$ cat config.mk
export PLATFORM = sky130hd
export DESIGN_NAME = lcd_access_sequencer_flat
export DESIGN_NICKNAME = d
export VERILOG_FILES = /design/src/rtl/lcd_access_sequencer_if.sv /design/src/rtl/lcd_access_sequencer.sv /design/src/flat_wrapper.sv
export SDC_FILE = /design/constraint.sdc
export NUM_CORES = 1
export LEC_CHECK = 0
export ABC_AREA = 1
export CAP_MARGIN = 40
export CORE_AREA = 2 2 121 123
export DETAILED_ROUTE_END_ITERATION = 8
export DIE_AREA = 0 0 123 125
export PLACE_DENSITY = 0.71
export SYNTH_ARGS = -nofsm -noshare
export SYNTH_HDL_FRONTEND = slang
export SYNTH_SLANG_ARGS = --single-unit
$ cat constraint.sdc
create_clock -name CLOCK_50 -period 2.15 [get_ports CLOCK_50]
set_input_delay 0.43 -clock CLOCK_50 [delete_from_list [all_inputs] [get_ports CLOCK_50]]
set_output_delay 0.43 -clock CLOCK_50 [all_outputs]
set_load 0.005 [all_outputs]
$ cat src/rtl/lcd_access_sequencer_if.sv
// LCD character read port of the access sequencer.
// The LCD driver (master) presents a character index and fetches the
// character of the current message one cycle later. It also watches msg_id
// and msg_update to know when the screen must be redrawn.
interface lcd_access_sequencer_if;
    logic [4:0] char_addr;
    logic [8:0] char_data;
    logic [2:0] msg_id;
    logic       msg_update;

    modport master (
        output char_addr,
        input  char_data,
        input  msg_id,
        input  msg_update
    );

    modport slave (
        input  char_addr,
        output char_data,
        output msg_id,
        output msg_update
    );
endinterface

$ cat src/rtl/lcd_access_sequencer.sv
// Access sequencer for the alcohol-check door.
// Sensor flags are synchronised and debounced before they reach the access
// FSM. The FSM times the GRANTED/DENIED result screens and locks the door
// after repeated denials. A small character ROM serves the 2x16 text of the
// current message through the LCD read port.
module lcd_access_sequencer #(
    parameter int HOLD_CYCLES    = 500_000_000,
    parameter int DEB_CYCLES     = 500_000,
    parameter int MAX_DENY       = 3,
    parameter int LOCK_CYCLES    = 1_000_000_000,
    parameter int CNT_W          = 31,
    parameter int ALC_ACTIVE_LOW = 1
) (
    input  logic                         CLOCK_50,
    input  logic                         iRST,
    input  logic                         presence_in,
    input  logic                         sound_in,
    input  logic                         alcohol_in,
    output logic                         grant,
    output logic                         locked,
    output logic [2:0]                   deny_cnt,
    lcd_access_sequencer_if.slave        lcd
);

    // The state code doubles as the message number shown on the LCD.
    typedef enum logic [2:0] {
        S_READY   = 3'd0,
        S_AWAY    = 3'd1,
        S_DENIED  = 3'd2,
        S_GRANTED = 3'd3,
        S_LOCKED  = 3'd4
    } state_t;

    localparam int DEB_W = (DEB_CYCLES > 1) ? $clog2(DEB_CYCLES) : 1;
    localparam logic [DEB_W-1:0] DEB_LAST  = DEB_W'(DEB_CYCLES - 1);
    localparam logic [CNT_W-1:0] HOLD_LAST = CNT_W'(HOLD_CYCLES - 1);
    localparam logic [CNT_W-1:0] LOCK_LAST = CNT_W'(LOCK_CYCLES - 1);
    localparam logic [2:0]       DENY_LAST = 3'(MAX_DENY - 1);
    localparam logic [2:0]       DENY_MAX  = 3'(MAX_DENY);

    localparam int IDX_PRES  = 0;
    localparam int IDX_SOUND = 1;
    localparam int IDX_ALC   = 2;

    localparam logic [127:0] LINE_BLANK = "                ";
    localparam logic [127:0] L0A = "   BIENVENIDO   ";
    localparam logic [127:0] L0B = "SOPLE POR FAVOR ";
    localparam logic [127:0] L1A = "   POR FAVOR    ";
    localparam logic [127:0] L1B = "ACERQUESE MEJOR ";
    localparam logic [127:0] L2A = "ALCOHOL PRESENTE";
    localparam logic [127:0] L2B = " ACCESO DENEGADO";
    localparam logic [127:0] L3A = "  SIN ALCOHOL   ";
    localparam logic [127:0] L3B = "ACCESO CONCEDIDO";
    localparam logic [127:0] L4A = "     WARNING    ";
    localparam logic [127:0] L4B = "      !!!!      ";

    logic [2:0]       w_rawIn;
    logic [2:0]       r_meta;
    logic [2:0]       r_sync;
    logic [2:0]       r_deb;
    logic [DEB_W-1:0] r_debCnt [3];
    logic             r_soundPrev;
    logic             w_presence;
    logic             w_soundEdge;
    logic             w_alcDet;

    state_t           r_state;
    state_t           r_prevMsg;
    logic [CNT_W-1:0] r_timer;
    logic             r_grant;
    logic             r_locked;
    logic [2:0]       r_denyCnt;
    logic             r_rstPend;
    logic             r_msgUpdate;

    logic [127:0]     w_line;
    logic [3:0]       w_col;
    logic [7:0]       w_ascii;
    logic [8:0]       r_charData;

    assign w_rawIn     = {alcohol_in, sound_in, presence_in};
    assign w_presence  = r_deb[IDX_PRES];
    assign w_soundEdge = r_deb[IDX_SOUND] & ~r_soundPrev;
    assign w_alcDet    = (ALC_ACTIVE_LOW != 0) ? ~r_deb[IDX_ALC] : r_deb[IDX_ALC];

    // Two-flop synchroniser followed by a debouncer per sensor input; any
    // cycle of agreement restarts the stability count.
    always_ff @(posedge CLOCK_50) begin
        if (iRST) begin
            r_meta      <= '0;
            r_sync      <= '0;
            r_deb       <= '0;
            r_soundPrev <= 1'b0;
            for (int k = 0; k < 3; k++) begin
                r_debCnt[k] <= '0;
            end
        end else begin
            r_meta      <= w_rawIn;
            r_sync      <= r_meta;
            r_soundPrev <= r_deb[IDX_SOUND];
            for (int k = 0; k < 3; k++) begin
                if (r_sync[k] != r_deb[k]) begin
                    if (r_debCnt[k] == DEB_LAST) begin
                        r_deb[k]    <= r_sync[k];
                        r_debCnt[k] <= '0;
                    end else begin
                        r_debCnt[k] <= r_debCnt[k] + 1'b1;
                    end
                end else begin
                    r_debCnt[k] <= '0;
                end
            end
        end
    end

    // Access FSM with registered grant/locked/deny count and the hold timer.
    always_ff @(posedge CLOCK_50) begin
        if (iRST) begin
            r_state   <= S_AWAY;
            r_timer   <= '0;
            r_grant   <= 1'b0;
            r_locked  <= 1'b0;
            r_denyCnt <= '0;
        end else begin
            case (r_state)
                S_AWAY: begin
                    r_timer <= '0;
                    if (w_presence) begin
                        r_state <= S_READY;
                    end
                end
                S_READY: begin
                    r_timer <= '0;
                    if (!w_presence) begin
                        r_state <= S_AWAY;
                    end else if (w_soundEdge) begin
                        if (!w_alcDet) begin
                            r_state   <= S_GRANTED;
                            r_grant   <= 1'b1;
                            r_denyCnt <= '0;
                        end else if (r_denyCnt < DENY_LAST) begin
                            r_state   <= S_DENIED;
                            r_denyCnt <= r_denyCnt + 3'd1;
                        end else begin
                            r_state   <= S_LOCKED;
                            r_locked  <= 1'b1;
                            r_denyCnt <= DENY_MAX;
                        end
                    end
                end
                S_GRANTED: begin
                    if (!w_presence || r_timer == HOLD_LAST) begin
                        r_state <= w_presence ? S_READY : S_AWAY;
                        r_grant <= 1'b0;
                        r_timer <= '0;
                    end else begin
                        r_timer <= r_timer + 1'b1;
                    end
                end
                S_DENIED: begin
                    if (r_timer == HOLD_LAST) begin
                        r_state <= w_presence ? S_READY : S_AWAY;
                        r_timer <= '0;
                    end else begin
                        r_timer <= r_timer + 1'b1;
                    end
                end
                S_LOCKED: begin
                    if (r_timer == LOCK_LAST) begin
                        r_state   <= w_presence ? S_READY : S_AWAY;
                        r_locked  <= 1'b0;
                        r_denyCnt <= '0;
                        r_timer   <= '0;
                    end else begin
                        r_timer <= r_timer + 1'b1;
                    end
                end
                default: begin
                    r_state  <= S_AWAY;
                    r_timer  <= '0;
                    r_grant  <= 1'b0;
                    r_locked <= 1'b0;
                end
            endcase
        end
    end

    // Refresh pulse: once after reset release and one cycle after each message change.
    always_ff @(posedge CLOCK_50) begin
        if (iRST) begin
            r_rstPend   <= 1'b1;
            r_prevMsg   <= S_AWAY;
            r_msgUpdate <= 1'b0;
        end else begin
            r_rstPend   <= 1'b0;
            r_prevMsg   <= r_state;
            r_msgUpdate <= r_rstPend | (r_state != r_prevMsg);
        end
    end

    // Select the text line of the current message addressed by char_addr.
    always_comb begin
        w_line = LINE_BLANK;
        case (r_state)
            S_READY:   w_line = lcd.char_addr[4] ? L0B : L0A;
            S_AWAY:    w_line = lcd.char_addr[4] ? L1B : L1A;
            S_DENIED:  w_line = lcd.char_addr[4] ? L2B : L2A;
            S_GRANTED: w_line = lcd.char_addr[4] ? L3B : L3A;
            S_LOCKED:  w_line = lcd.char_addr[4] ? L4B : L4A;
            default:   w_line = LINE_BLANK;
        endcase
    end

    // Column 0 is the leftmost (most significant) character of the line.
    assign w_col   = lcd.char_addr[3:0];
    assign w_ascii = w_line[{~w_col, 3'b000} +: 8];

    // Registered character read so the LCD driver sees a one-cycle latency.
    always_ff @(posedge CLOCK_50) begin
        if (iRST) begin
            r_charData <= 9'h120;
        end else begin
            r_charData <= {1'b1, w_ascii};
        end
    end

    assign grant          = r_grant;
    assign locked         = r_locked;
    assign deny_cnt       = r_denyCnt;
    assign lcd.msg_id     = r_state;
    assign lcd.msg_update = r_msgUpdate;
    assign lcd.char_data  = r_charData;

endmodule

$ cat src/flat_wrapper.sv
// flat-port wrapper written by rule: the top's interface ports become plain ports
module lcd_access_sequencer_flat 
#(
    parameter int HOLD_CYCLES    = 500_000_000,
    parameter int DEB_CYCLES     = 500_000,
    parameter int MAX_DENY       = 3,
    parameter int LOCK_CYCLES    = 1_000_000_000,
    parameter int CNT_W          = 31,
    parameter int ALC_ACTIVE_LOW = 1
)
  (CLOCK_50, iRST, presence_in, sound_in, alcohol_in, grant, locked, deny_cnt, lcd_char_addr, lcd_char_data, lcd_msg_id, lcd_msg_update);
  lcd_access_sequencer_if lcd_i ();
  input  logic CLOCK_50;
  input  logic iRST;
  input  logic presence_in;
  input  logic sound_in;
  input  logic alcohol_in;
  output logic grant;
  output logic locked;
  output logic [2:0] deny_cnt;
  input wire logic [$bits(lcd_i.char_addr)-1:0] lcd_char_addr;
  output wire logic [$bits(lcd_i.char_data)-1:0] lcd_char_data;
  output wire logic [$bits(lcd_i.msg_id)-1:0] lcd_msg_id;
  output wire logic [$bits(lcd_i.msg_update)-1:0] lcd_msg_update;
  assign lcd_i.char_addr = lcd_char_addr;
  assign lcd_char_data = lcd_i.char_data;
  assign lcd_msg_id = lcd_i.msg_id;
  assign lcd_msg_update = lcd_i.msg_update;
  lcd_access_sequencer #(.HOLD_CYCLES(HOLD_CYCLES), .DEB_CYCLES(DEB_CYCLES), .MAX_DENY(MAX_DENY), .LOCK_CYCLES(LOCK_CYCLES), .CNT_W(CNT_W), .ALC_ACTIVE_LOW(ALC_ACTIVE_LOW)) u_core (.CLOCK_50(CLOCK_50), .iRST(iRST), .presence_in(presence_in), .sound_in(sound_in), .alcohol_in(alcohol_in), .grant(grant), .locked(locked), .deny_cnt(deny_cnt), .lcd(lcd_i));
endmodule
# Word level (Yosys, flattened, before mapping)
# Memory sizes are Yosys's and may differ from the RTL's.
# Index checks and enable logic that the tools add are counted.
# op_classes
shift,1
add_sub_neg,5
n_bitwise,15
mux,81
eq_ne,23
order_cmp,1
reduce_logical,13
# ops
op,count
$pmux W128 S5,1
$mux W127,4
$mux W19,9
$shiftx A128 B8 Y8,1
$mux W31,3
$pmux W31 S3,1
$mux W87,1
$add A19 B1 Y19 const B,3
$eq A19 B19 Y1 const B,3
$mux W1,45
$mux W3,13
$add A31 B1 Y31 const B,1
$eq A31 B29 Y1 const B,1
$eq A31 B30 Y1 const B,1
$pmux W3 S5,1
$ne A2 B1 Y1 const B,7
$or A1 B1 Y1,10
$reduce_and A5 Y1,2
$eq A3 B2 Y1 const B,2
$pmux W1 S3,2
$pmux W3 S2,1
$reduce_and A2 Y1,3
$reduce_and A6 Y1,1
$reduce_or A3 Y1,2
other kinds (16),21
# word_totals
reg_bits,63
word_cells,156
input_bits,10
output_inout_bits,18
mem_bits_rw,57
mem_count,1
# mem_list
name,words,word_bits,rd,rd_ports_with_merged_regs,wr,line,source
u_core.r_debCnt,3,19,3,0,3,lcd_access_sequencer.sv:61,logic [DEB_W-1:0] r_debCnt [3];

# Logic depth before layout (Yosys ltp)
# An unclocked memory read counts as a cell.
# logic_depth
depth_word,9
ltp_mapped,14
ltp_nobuf,12

# Worst setup path before layout
# OpenSTA, ideal clock, no wires.
# synth_timing
path_type,register to register
from,mem u_core.r_debCnt[1][0] (netlist bit)
to,"mem u_core.r_debCnt[1][14] (netlist bit), data pin"
required_ns,1.890
arrival_time_ns,1.478
synth_period_minus_slack_ns,1.739
setup_slack_ns,0.411
path_stages_with_launch,11
cell_sequence,edfxtp_1 > ha_1 > nand2_1 > inv_1 > nand2_1 > nor2_1 > nand3_2 > nor2_1 > nand2_1 > nor3_1 > nor3_1
# synth_lines
item,line
start: declaration,lcd_access_sequencer.sv:61

# Worst setup path in the final report
# layout_timing
from,"reg u_core.r_state[2], in the netlist u_core.lcd.msg_id[2]"
to,out lcd_msg_id[2]
# layout_lines
item,line,source
start: declaration,lcd_access_sequencer.sv:67,state_t r_state;
start signal: assignment,lcd_access_sequencer.sv:153,r_state <= w_presence ? S_READY : S_AWAY;
start signal: assignment,lcd_access_sequencer.sv:162,r_state <= w_presence ? S_READY : S_AWAY;
start signal: assignment,lcd_access_sequencer.sv:170,r_state <= w_presence ? S_READY : S_AWAY;
end: declaration,flat_wrapper.sv:23,output wire logic [$bits(lcd_i.msg_id)-1:0] lcd_msg_id;
# No word-level cell between the ends.

==> results.toml <==
[run_status]
outcome = "finished, final reports clean"

[logic_synthesis]
syn_area_per_cell_um2 = 6.998
synth_seq_cells = 118
yosysUniqueCellTypes = 45
ys_seq_area_frac = 0.3873
ys_warn_count = 0
synthCells = 1082
synth_area_um2 = 7572

[clock_tree]
path_clk_slew_ns = 0.05
insertion_delay_ns = 0.42
cts_buffers = 17
cts_sinks = 118
cts_buffer_depth = 2
htree_levels = 4
cts_tree = "done"
cts_root_buf = "clkbuf_16"
holdBufCountCts = 0

[critical_path]
setup.worst_path.end_class = "output pin"
crit_arrival_ns = 1.58
cp_num_buf_inv = 2
crit_fanout = 8
worst_setup_path_start_kind = "register"
r2r_cells = 10
reg2reg_to = "u_core.r_debCnt[2][18]$_SDFFCE_PP0P_"
path_class = "reg2out"
reg2reg_slack_ns = 0.20
cp_top_family = "buffers and inverters"
r2r-start = "u_core.r_debCnt[2][0]$_SDFFCE_PP0P_"
path_cells = "buf_4 -> clkdlybuf4s50_1"
cp.depth = 2
slowest_stage = "clkdlybuf4s50_1"
crit_path_max_incr_delay_ns = 0.51
cp.required_ns = 1.72

[sta]
max_freq_mhz = 497.1
hold_viol = 0
worst_slack_ns = 0.1382
rsz0062_at_grt = "no"
skew_ns = 0.01238
period_share = 0.9357
setup_violations = 0
maxSlewViolCount = 0
finalCriticalPeriod_ns = 2.012

[layout]
stdcell_count = 1394
synthToLayoutAreaGrowth_pct = 19.42
diodes = 0
fillers = 1298
final_layout_size_suffix_gt1_frac = 0.1017
layout.nets = 1212

[min_path]
hp-class = "reg2reg"
min_path_cells = 2
hold_path_end = "u_core.r_sync[1]$_SDFF_PP0_"
min_from = "u_core.r_meta[1]$_SDFF_PP0_"

[drt]
drc = 0
routed-via-count = 7243
wl_per_cell_um = 13.32
drtIter0Drc = 581
via_per_inst = 5.196
ant_nets = 0
drt_wl_total_um = 18570
firstDrtPassIters = 5

[power_and_ir_drop]
ir_drop_mv = 0.7569
power_frac_clock = 0.416
p_int_mw = 4.838
p_total_mw = 6.845
p_sw_mw = 2.007
p_sw_frac = 0.2932
leakagePower_nw = 3.890
p_comb_frac = 0.213
power_density_nw_per_um2 = 757.0
seqPwrFrac = 0.371

[place]
place_inst = 1361
gp_congestion = 1.038
dp_hpwl_um = 13860
portBuffers = 25
dp_slack_ns = -0.01479

[die]
core-area_um2 = 14200
rows = 44
fp.dieW_um = 123
ioPinCount = 28
die-area_um2 = 15380
start_util = 0.5331
die_h_um = 125

[global_route]
grt_antenna_before_repair = 0
grt_usage = 0.2606
grt_pass1_wl_um = 31850
grt_remaining_overflow = 0
grt_pass1_vias = 6859
grt_max_degree = 31

[job]
cap_violations = 0
==> worst reg2reg max path, delay by kind of cell (launching register included) <==
kind,cells,cell delay (ns)
flip-flops,1,0.38
AO/OA/AOI/OAI,1,0.15
AND/OR/NAND/NOR,8,1.00
adder cells (fa/ha/maj),1,0.18
==> stage by stage <==
stage	area, um^2	TNS [ns]	utilization	hold WS [ns]
5_1_grt	9042	0	0.6366	0.4343
6_report	9042	0	0.6366	0.3996
3_5_place_dp	8418	-0.03531	0.5927	0.3957
3_3_place_gp	8418	-0.05197	0.5927	0.3928
4_1_cts	9020	0	0.6350	0.4031
2_1_floorplan	7786	0	-	0.3883
==> flip-flops by register name (all words and copies together) (netlist names) <==
register	cells
u_core.r_timer	31
u_core.r_meta	3
u_core.r_soundPrev	1
u_core.r_prevMsg	3
u_core.lcd.msg_update	1
u_core.locked	1
u_core.r_sync	3
u_core.r_deb	3
u_core.deny_cnt	3
u_core.grant	1
u_core.lcd.msg_id	3
u_core.lcd.char_data	7
u_core.r_debCnt	57
u_core.r_rstPend	1
==> routing by layer <==
| layer | vias up | GRT usage | share of wire |
|---|---|---|---|
| met5 | - | 0 | 0 |
| met4 | 0 | 0.08021 | 0.020 |
| met3 | 44 | 0.07345 | 0.073 |
| met2 | 250 | 0.4072 | 0.46 |
| met1 | 3246 | 0.3508 | 0.45 |
| li1 | 3703 | - | - |
==> power by group through the flow <==
| stage | sequential, mW | clock, mW | combinational, mW |
|---|---|---|---|
| 2_1_floorplan | 2.55 | 0 | 0.990 |
| 3_3_place_gp | 2.58 | 0 | 1.43 |
| 3_5_place_dp | 2.58 | 0 | 1.41 |
| 4_1_cts | 2.54 | 2.91 | 1.42 |
| 5_1_grt | 2.55 | 3.01 | 1.62 |
| 6_report | 2.54 | 2.85 | 1.46 |
==> worst max-delay path by stage <==
stage | start | end | slack (ns)
2_1_floorplan | u_core.r_debCnt[1][0]$_SDFFCE_PP0P_ | u_core.r_debCnt[1][14]$_SDFFCE_PP0P_ | 0.41
3_3_place_gp | lcd_char_addr[4] | u_core.lcd.char_data[2]$_SDFF_PP0_ | -0.02
3_5_place_dp | lcd_char_addr[4] | u_core.lcd.char_data[0]$_SDFF_PP0_ | -0.01
4_1_cts | u_core.lcd.msg_id[2]$_SDFFE_PP0P_ | lcd_msg_id[2] | 0.12
5_1_grt | u_core.r_debCnt[2][0]$_SDFFCE_PP0P_ | u_core.r_debCnt[2][18]$_SDFFCE_PP0P_ | 0.01
6_report | u_core.lcd.msg_id[2]$_SDFFE_PP0P_ | lcd_msg_id[2] | 0.14
==> area by class of cell <==
type                            instances  area, um^2  area share
Tap cell                              184       230.2     0.02546
Timing Repair Buffer                   65       588.1     0.06503
Clock buffer                           25       506.7     0.05604
Clock inverter                          7       92.59     0.01024
Inverter                              133       511.7     0.05659
Sequential cell                       118        2935      0.3246
Multi-Input combinational cell        862        4178      0.4620
==> cells in the final DEF (no fill, tap or decap), types with 5 or more instances in the layout <==
| cell type | netlist | final |
|---|---|---|
| nand3_1 | 87 | 87 |
| nor3_1 | 43 | 43 |
| o21ai_1 | 5 | 5 |
| nand4_1 | 30 | 30 |
| nand2_1 | 250 | 250 |
| o21ai_0 | 29 | 29 |
| clkdlybuf4s50_1 | 0 | 25 |
| buf_4 | 3 | 37 |
| nor2_2 | 11 | 13 |
| nand2_2 | 6 | 6 |
| xor2_1 | 33 | 33 |
| dfxtp_1 | 61 | 59 |
| clkbuf_16 | 0 | 18 |
| edfxtp_1 | 57 | 57 |
| nor2_1 | 191 | 189 |
| a31oi_1 | 5 | 5 |
| xnor2_1 | 13 | 13 |
| inv_1 | 126 | 126 |
| nor4_1 | 5 | 5 |
| conb_1 | 2 | 59 |
| nor3b_1 | 7 | 7 |
| or2_2 | 8 | 8 |
| a21oi_1 | 42 | 42 |
==> kinds of logic after synthesis <==
logic type                 after synthesis  share of synthesized area
and+or+nand+nor                        661                     0.3943
buffers and inverters                  159                    0.09121
DFF                                    118                     0.3873
AOI/OAI and AO/OA                       91                    0.06477
xor gates and xnor gates                46                    0.05321
adders and majority gates                5                   0.008262
other                                    2                  0.0009918
==> repair_timing <==
action                     CTS  global route
setup endpoints to repair    2            19
setup buffers                0             1
resized for setup            2             4
pin swaps                    0             1
==> Yosys cell counts, drive strengths merged <==
cell type | count | area share
edfxtp | 57 | 0.23
nor4 | 5 | 0.0041
nand3b | 4 | 0.0040
and3 | 2 | 0.0017
dfxtp | 61 | 0.16
o22ai | 1 | 0.00083
xor2 | 33 | 0.038
nand3 | 94 | 0.070
buf | 22 | 0.022
o21a | 2 | 0.0020
nand2 | 260 | 0.13
nor2 | 204 | 0.11
a211oi | 1 | 0.00099
inv | 133 | 0.068
ha | 5 | 0.0083
o21ai | 36 | 0.025
o41ai | 1 | 0.0012
conb | 2 | 0.00099
nor3b | 7 | 0.0069
clkbuf | 4 | 0.0020
xnor2 | 13 | 0.015
a31oi | 5 | 0.0041
nor3 | 47 | 0.034
o211ai | 2 | 0.0020
a21oi | 43 | 0.029
nand4 | 30 | 0.025
or2 | 8 | 0.0066
No activity file was read; power rests on OpenSTA's default activity.
==> RTL change 1, RTL diff (same settings) <==
Make the reset (`iRST`) asynchronous in 4 clocked blocks.
--- a/src/rtl/lcd_access_sequencer.sv
+++ b/src/rtl/lcd_access_sequencer.sv
@@ -86,5 +86,5 @@
     // Two-flop synchroniser followed by a debouncer per sensor input; any
     // cycle of agreement restarts the stability count.
-    always_ff @(posedge CLOCK_50) begin
+    always_ff @(posedge CLOCK_50 or posedge iRST) begin
         if (iRST) begin
             r_meta      <= '0;
@@ -115,5 +115,5 @@
 
     // Access FSM with registered grant/locked/deny count and the hold timer.
-    always_ff @(posedge CLOCK_50) begin
+    always_ff @(posedge CLOCK_50 or posedge iRST) begin
         if (iRST) begin
             r_state   <= S_AWAY;
@@ -187,5 +187,5 @@
 
     // Refresh pulse: once after reset release and one cycle after each message change.
-    always_ff @(posedge CLOCK_50) begin
+    always_ff @(posedge CLOCK_50 or posedge iRST) begin
         if (iRST) begin
             r_rstPend   <= 1'b1;
@@ -217,5 +217,5 @@
 
     // Registered character read so the LCD driver sees a one-cycle latency.
-    always_ff @(posedge CLOCK_50) begin
+    always_ff @(posedge CLOCK_50 or posedge iRST) begin
         if (iRST) begin
             r_charData <= 9'h120;
Formal check against the unedited RTL: differs if iRST is asserted again (counterexample within 4 cycles, from zero or initial values and one cycle with iRST high); with iRST held inactive, the same outputs for 10 cycles.
==> RTL change 1 against the unedited design <==
  * Wire length up 4.9%
  * Sequential cell count unchanged
  * Setup slack got worse by 19 ps
  * Synthesized area fell by 3.2%
  * Final area fell by 3.8%
  * Critical path depth decreased by 1
  * Largest cell class unchanged
Power is not compared: it rests on default switching activity, and its combinational part moved more than twofold at a synthesized area within 25%.
==> RTL change 1: results <==
export IMPL_run_status="finished clean"
export IMPL_placed_cell_area_um2=8092
export IMPL_grt_max_degree=81
export IMPL_largest_register="u_core.r_debCnt"
export IMPL_final_layout_size_suffix_gt1_share_pct=12.68
export IMPL_cts_root_buf="clkbuf_16"
export IMPL_drt_iter0_markers=775
export IMPL_slowest_stage="dfstp_2"
export IMPL_peakVddDrop_uv=650.8
export IMPL_grt_pass1_wl_um=32600
export IMPL_reg2reg_slack_ps=170
export IMPL_grt_pass1_vias=6789
export IMPL_cp_data_arrival_time_ps=1600
export IMPL_critPathLaunch="u_core.lcd.msg_id[0]$_DFFE_PP1P_"
export IMPL_avgSynthCellArea_um2=7.269
export IMPL_dp_hpwl_um=13940
export IMPL_ys_types=47
export IMPL_ys_flop_type="dfrtp_1"
export IMPL_rr_endpoint="u_core.lcd.char_data[2]$_DFF_PP0_"
export IMPL_drt_pass1_iter_count=6
export IMPL_clk_pin_slew_ps=60
export IMPL_whs_endpoint="u_core.r_sync[1]$_DFF_PP0_"
export IMPL_vias=7141
export IMPL_placed_cells=1248
export IMPL_port_buffers=25
export IMPL_gp_congestion=1.004
export IMPL_antenna_found_initial=0
export IMPL_fillers=1293
export IMPL_netlist_top_cells_count="nand2_1 (215), nor2_1 (145), inv_1 (121)"
export IMPL_ys_top_cells_by_area="dfrtp_1 (39%), nand2_1 (11%), nor2_1 (7.4%)"
export IMPL_crit_reg2reg_launch="u_core.lcd.msg_id[1]$_DFFE_PP0P_"
export IMPL_clock_power_share_pct=52.1
export IMPL_drt_wirelength_per_cell_um=15.22
export IMPL_finalCritPeriodShare_pct=94.47
export IMPL_cts_buffer_depth=2
export IMPL_hp_start="u_core.r_meta[1]$_DFF_PP0_"
export IMPL_grt_use_total_pct=26.66
export IMPL_crit_fanout=9
export IMPL_hold_depth=0
export IMPL_async_reset_ff_share_pct=100.0
export IMPL_p_leak_nw=3.819
export IMPL_cp_top_family="flip-flops"
export IMPL_endpoint="lcd_msg_id[0]"
export IMPL_max_stage_delay_ps=640
export IMPL_final_nets=1098
export IMPL_skew_ps=6.126
export IMPL_synth_warnings=0
export IMPL_cts_buffers=17
export IMPL_hp_class="reg -> reg"
export IMPL_vias_per_cell=5.579
export IMPL_r2r_worst_path_cells=10
export IMPL_place_ws_ps=-73.98
export IMPL_postCtsResizedCells=0
export IMPL_ys_seq_area_share_pct=40.37
export IMPL_hold_ws_ps=347.7
[RTL change 1: metal layers]
layer	track usage (%)	vias up	wire length, µm
met2	40.40	277	8870
met1	36.92	3323	8828
met4	11.70	0	530
li1	-	3488	-
met3	5.429	53	1258
met5	0	-	0
[RTL change 1: area by class of cell]
class | count | area, µm² | area share, %
Tap cell | 184 | 230.2 | 2.646
Inverter | 124 | 469.2 | 5.393
Clock buffer | 19 | 452.9 | 5.206
Clock inverter | 13 | 145.1 | 1.668
Timing Repair Buffer | 74 | 643.1 | 7.391
Multi-Input combinational cell | 748 | 3801 | 43.69
Sequential cell | 118 | 2959 | 34.01
[RTL change 1: logic make-up after synthesis]
logic type                 Yosys count  share of synthesized area [%]
AOI/OAI and AO/OA                  114                          9.017
xor gates and xnor gates            41                          4.901
adders and majority gates            5                         0.8538
buffers and inverters              143                          7.940
DFF                                118                          40.37
muxes                                2                         0.3074
other                                2                         0.1025
and+or+nand+nor                    583                          36.51
==> RTL change 2, RTL diff (config.mk and constraints unchanged) <==
Made on the original files. `DEB_CYCLES` is set to 500_000 in 2 places; all go to 250_000.
--- a/src/rtl/lcd_access_sequencer.sv
+++ b/src/rtl/lcd_access_sequencer.sv
@@ -6,5 +6,5 @@
 module lcd_access_sequencer #(
     parameter int HOLD_CYCLES    = 500_000_000,
-    parameter int DEB_CYCLES     = 500_000,
+    parameter int DEB_CYCLES     = 250_000,
     parameter int MAX_DENY       = 3,
     parameter int LOCK_CYCLES    = 1_000_000_000,
--- a/src/flat_wrapper.sv
+++ b/src/flat_wrapper.sv
@@ -3,5 +3,5 @@
 #(
     parameter int HOLD_CYCLES    = 500_000_000,
-    parameter int DEB_CYCLES     = 500_000,
+    parameter int DEB_CYCLES     = 250_000,
     parameter int MAX_DENY       = 3,
     parameter int LOCK_CYCLES    = 1_000_000_000,
Function: same outputs for any inputs over 10 cycles, from zero or initial values and one cycle with iRST high; that may be too few to reach the edited logic, so the function may still have changed.
==> RTL change 2 against the unedited design <==
  * Wire length shrank 3.9%
  * Synthesized area shrank 4.1%
  * Setup slack lost 65 ps
  * Power grew 1.4%
  * Clock skew shrank 4.2 ps
  * Final area shrank 2.8%
  * Sequential cell count shrank 3
  * Largest power group unchanged
  * Sequential share of layout area shrank 0.12 points
  * Combinational power grew 8%
  * Critical path type unchanged
  * Cell count shrank 4.9%
  * Hold slack gained 5.4 ps
  * Highest routed layer unchanged
  * Clock power is essentially flat
==> RTL change 2: results <==
export IMPL_skew_ps=8.206
export IMPL_largest_register_ff_count=54
export IMPL_drt_iter0_markers=525
export IMPL_cts_buffer_depth=2
export IMPL_cp_top_family="flip-flops"
export IMPL_r2r_worst_path_cells=10
export IMPL_rr_endpoint="u_core.r_timer[10]$_SDFF_PP0_"
export IMPL_run_status="finished clean"
export IMPL_port_buffers=25
export IMPL_max_stage_delay_ps=620
export IMPL_drt_pass1_iter_count=7
export IMPL_final_layout_size_suffix_gt1_share_pct=12.70
export IMPL_netlist_top_cells_count="nand2_1 (214), nor2_1 (170), inv_1 (102)"
export IMPL_async_reset_ff_share_pct=0
export IMPL_clk_pin_slew_ps=60
export IMPL_synth_warnings=0
export IMPL_endpoint="lcd_msg_id[0]"
export IMPL_place_ws_ps=1.655
export IMPL_dp_hpwl_um=13140
export IMPL_period_needed_ps=2077
export IMPL_synth_edf_count=54
export IMPL_num_antenna_cells=0
export IMPL_synth_adder_area_share_pct=0.8618
export IMPL_clock_power_share_pct=40.9
export IMPL_cp_data_arrival_time_ps=1650
export IMPL_hp_start="u_core.r_meta[0]$_SDFF_PP0_"
export IMPL_final_nets=1144
export IMPL_peakVddDrop_uv=637.8
export IMPL_reg2reg_slack_ps=190
export IMPL_switching_share_pct=31.28
export IMPL_ys_types=44
export IMPL_largest_register="u_core.r_debCnt"
export IMPL_vias=6882
export IMPL_finalWirelength_um=17840
export IMPL_gp_congestion=0.9797
export IMPL_critPathLaunch="u_core.lcd.msg_id[0]$_SDFFE_PP1P_"
export IMPL_p_leak_nw=3.633
export IMPL_insertion_delay_ps=420
export IMPL_hp_class="reg -> reg"
export IMPL_grt_use_total_pct=24.18
export IMPL_synthMuxAreaShare_pct=0
export IMPL_fillers=1314
export IMPL_cts_root_buf="clkbuf_16"
export IMPL_grt_max_degree=31
export IMPL_cts_buffers=17
export IMPL_antenna_found_initial=0
export IMPL_slowest_stage="dfxtp_1"
export IMPL_grt_pass1_wl_um=29950
export IMPL_ys_seq_area_share_pct=39.16
export IMPL_synth_xor_area_share_pct=5.429
export IMPL_slew_headroom_pct=61.81
export IMPL_ys_top_cells_by_area="edfxtp_1 (22%), dfxtp_1 (17%), nand2_1 (11%)"
export IMPL_ys_flop_type="dfxtp_1"
export IMPL_synth_compound_area_share_pct=6.015
export IMPL_grt_pass1_vias=6479
export IMPL_htreeDepth=4
==> RTL change 2: cell count changes after synthesis, sizes merged, moves of 5 or more <==
| cell | delta |
|---|---|
| nor2 | -13 |
| o211ai | +5 |
| nor4 | +9 |
| nor3 | -8 |
| o21ai | -9 |
| inv | -24 |
| nand2 | -29 |
==> RTL change 2: cell type report <==
cell class              instances  area share [%]
clock buffers                  20           5.566
multi-input cells             814           45.89
repair buffers                 69           7.516
flip-flops and latches        115           32.34
inverters                     112           4.811
well taps                     184           2.619
clock inverters                12           1.253
==> RTL change 2: kinds of logic after synthesis <==
family,after synthesis
AND/OR/NAND/NOR,627
buffers and inverters,139
flip-flops,115
AO/OA/AOI/OAI,81
XOR/XNOR,45
adder cells (fa/ha/maj),5
other,2
==> RTL change 2: worst min path at each step <==
stage,to,slack [ps],cells past startpoint
2_1_floorplan,u_core.r_sync[0]$_SDFF_PP0_,390,2
3_3_place_gp,u_core.r_sync[1]$_SDFF_PP0_,390,2
3_5_place_dp,u_core.r_sync[0]$_SDFF_PP0_,400,2
4_1_cts,u_core.r_sync[0]$_SDFF_PP0_,410,2
5_1_grt,u_core.r_sync[0]$_SDFF_PP0_,430,2
6_report,u_core.r_sync[0]$_SDFF_PP0_,410,2
==> RTL change 2: power groups by stage <==
| stage | Clock (W) | Sequential [W] | Combinational [W] |
|---|---|---|---|
| global route | 0.00298 | 0.00254 | 0.00174 |
| CTS | 0.00289 | 0.00252 | 0.00155 |
| finish | 0.00284 | 0.00253 | 0.00158 |
| global placement | 0 | 0.00257 | 0.00155 |
| detailed placement | 0 | 0.00257 | 0.00154 |
| floorplan | 0 | 0.00251 | 0.00107 |
==> RTL change 2: repair_timing <==
| item | 4_1_cts | 5_1_grt |
|---|---|---|
| gates resized for setup | 0 | 5 |
| hold buffers | 0 | 0 |
| buffers inserted | 0 | 1 |
| endpoints found under the setup margin | 0 | 47 |
==> RTL change 2: metrics by stage <==
stage	TNS, ps	area, µm²	cells
floorplan	0	7462	1068
global placement	-0.2660	8143	1292
detailed placement	0	8143	1292
CTS	0	8742	1324
global route	0	8790	1326
finish	0	8790	1326
==> RTL change 2: metal layers <==
| layer | vias up | wire length (µm) | global-route usage (%) |
|---|---|---|---|
| met2 | 178 | 8239 | 37.50 |
| met1 | 3155 | 8435 | 33.57 |
| met5 | - | 0 | 0 |
| met3 | 28 | 805 | 4.653 |
| met4 | 0 | 364 | 8.623 |
| li1 | 3521 | - | - |
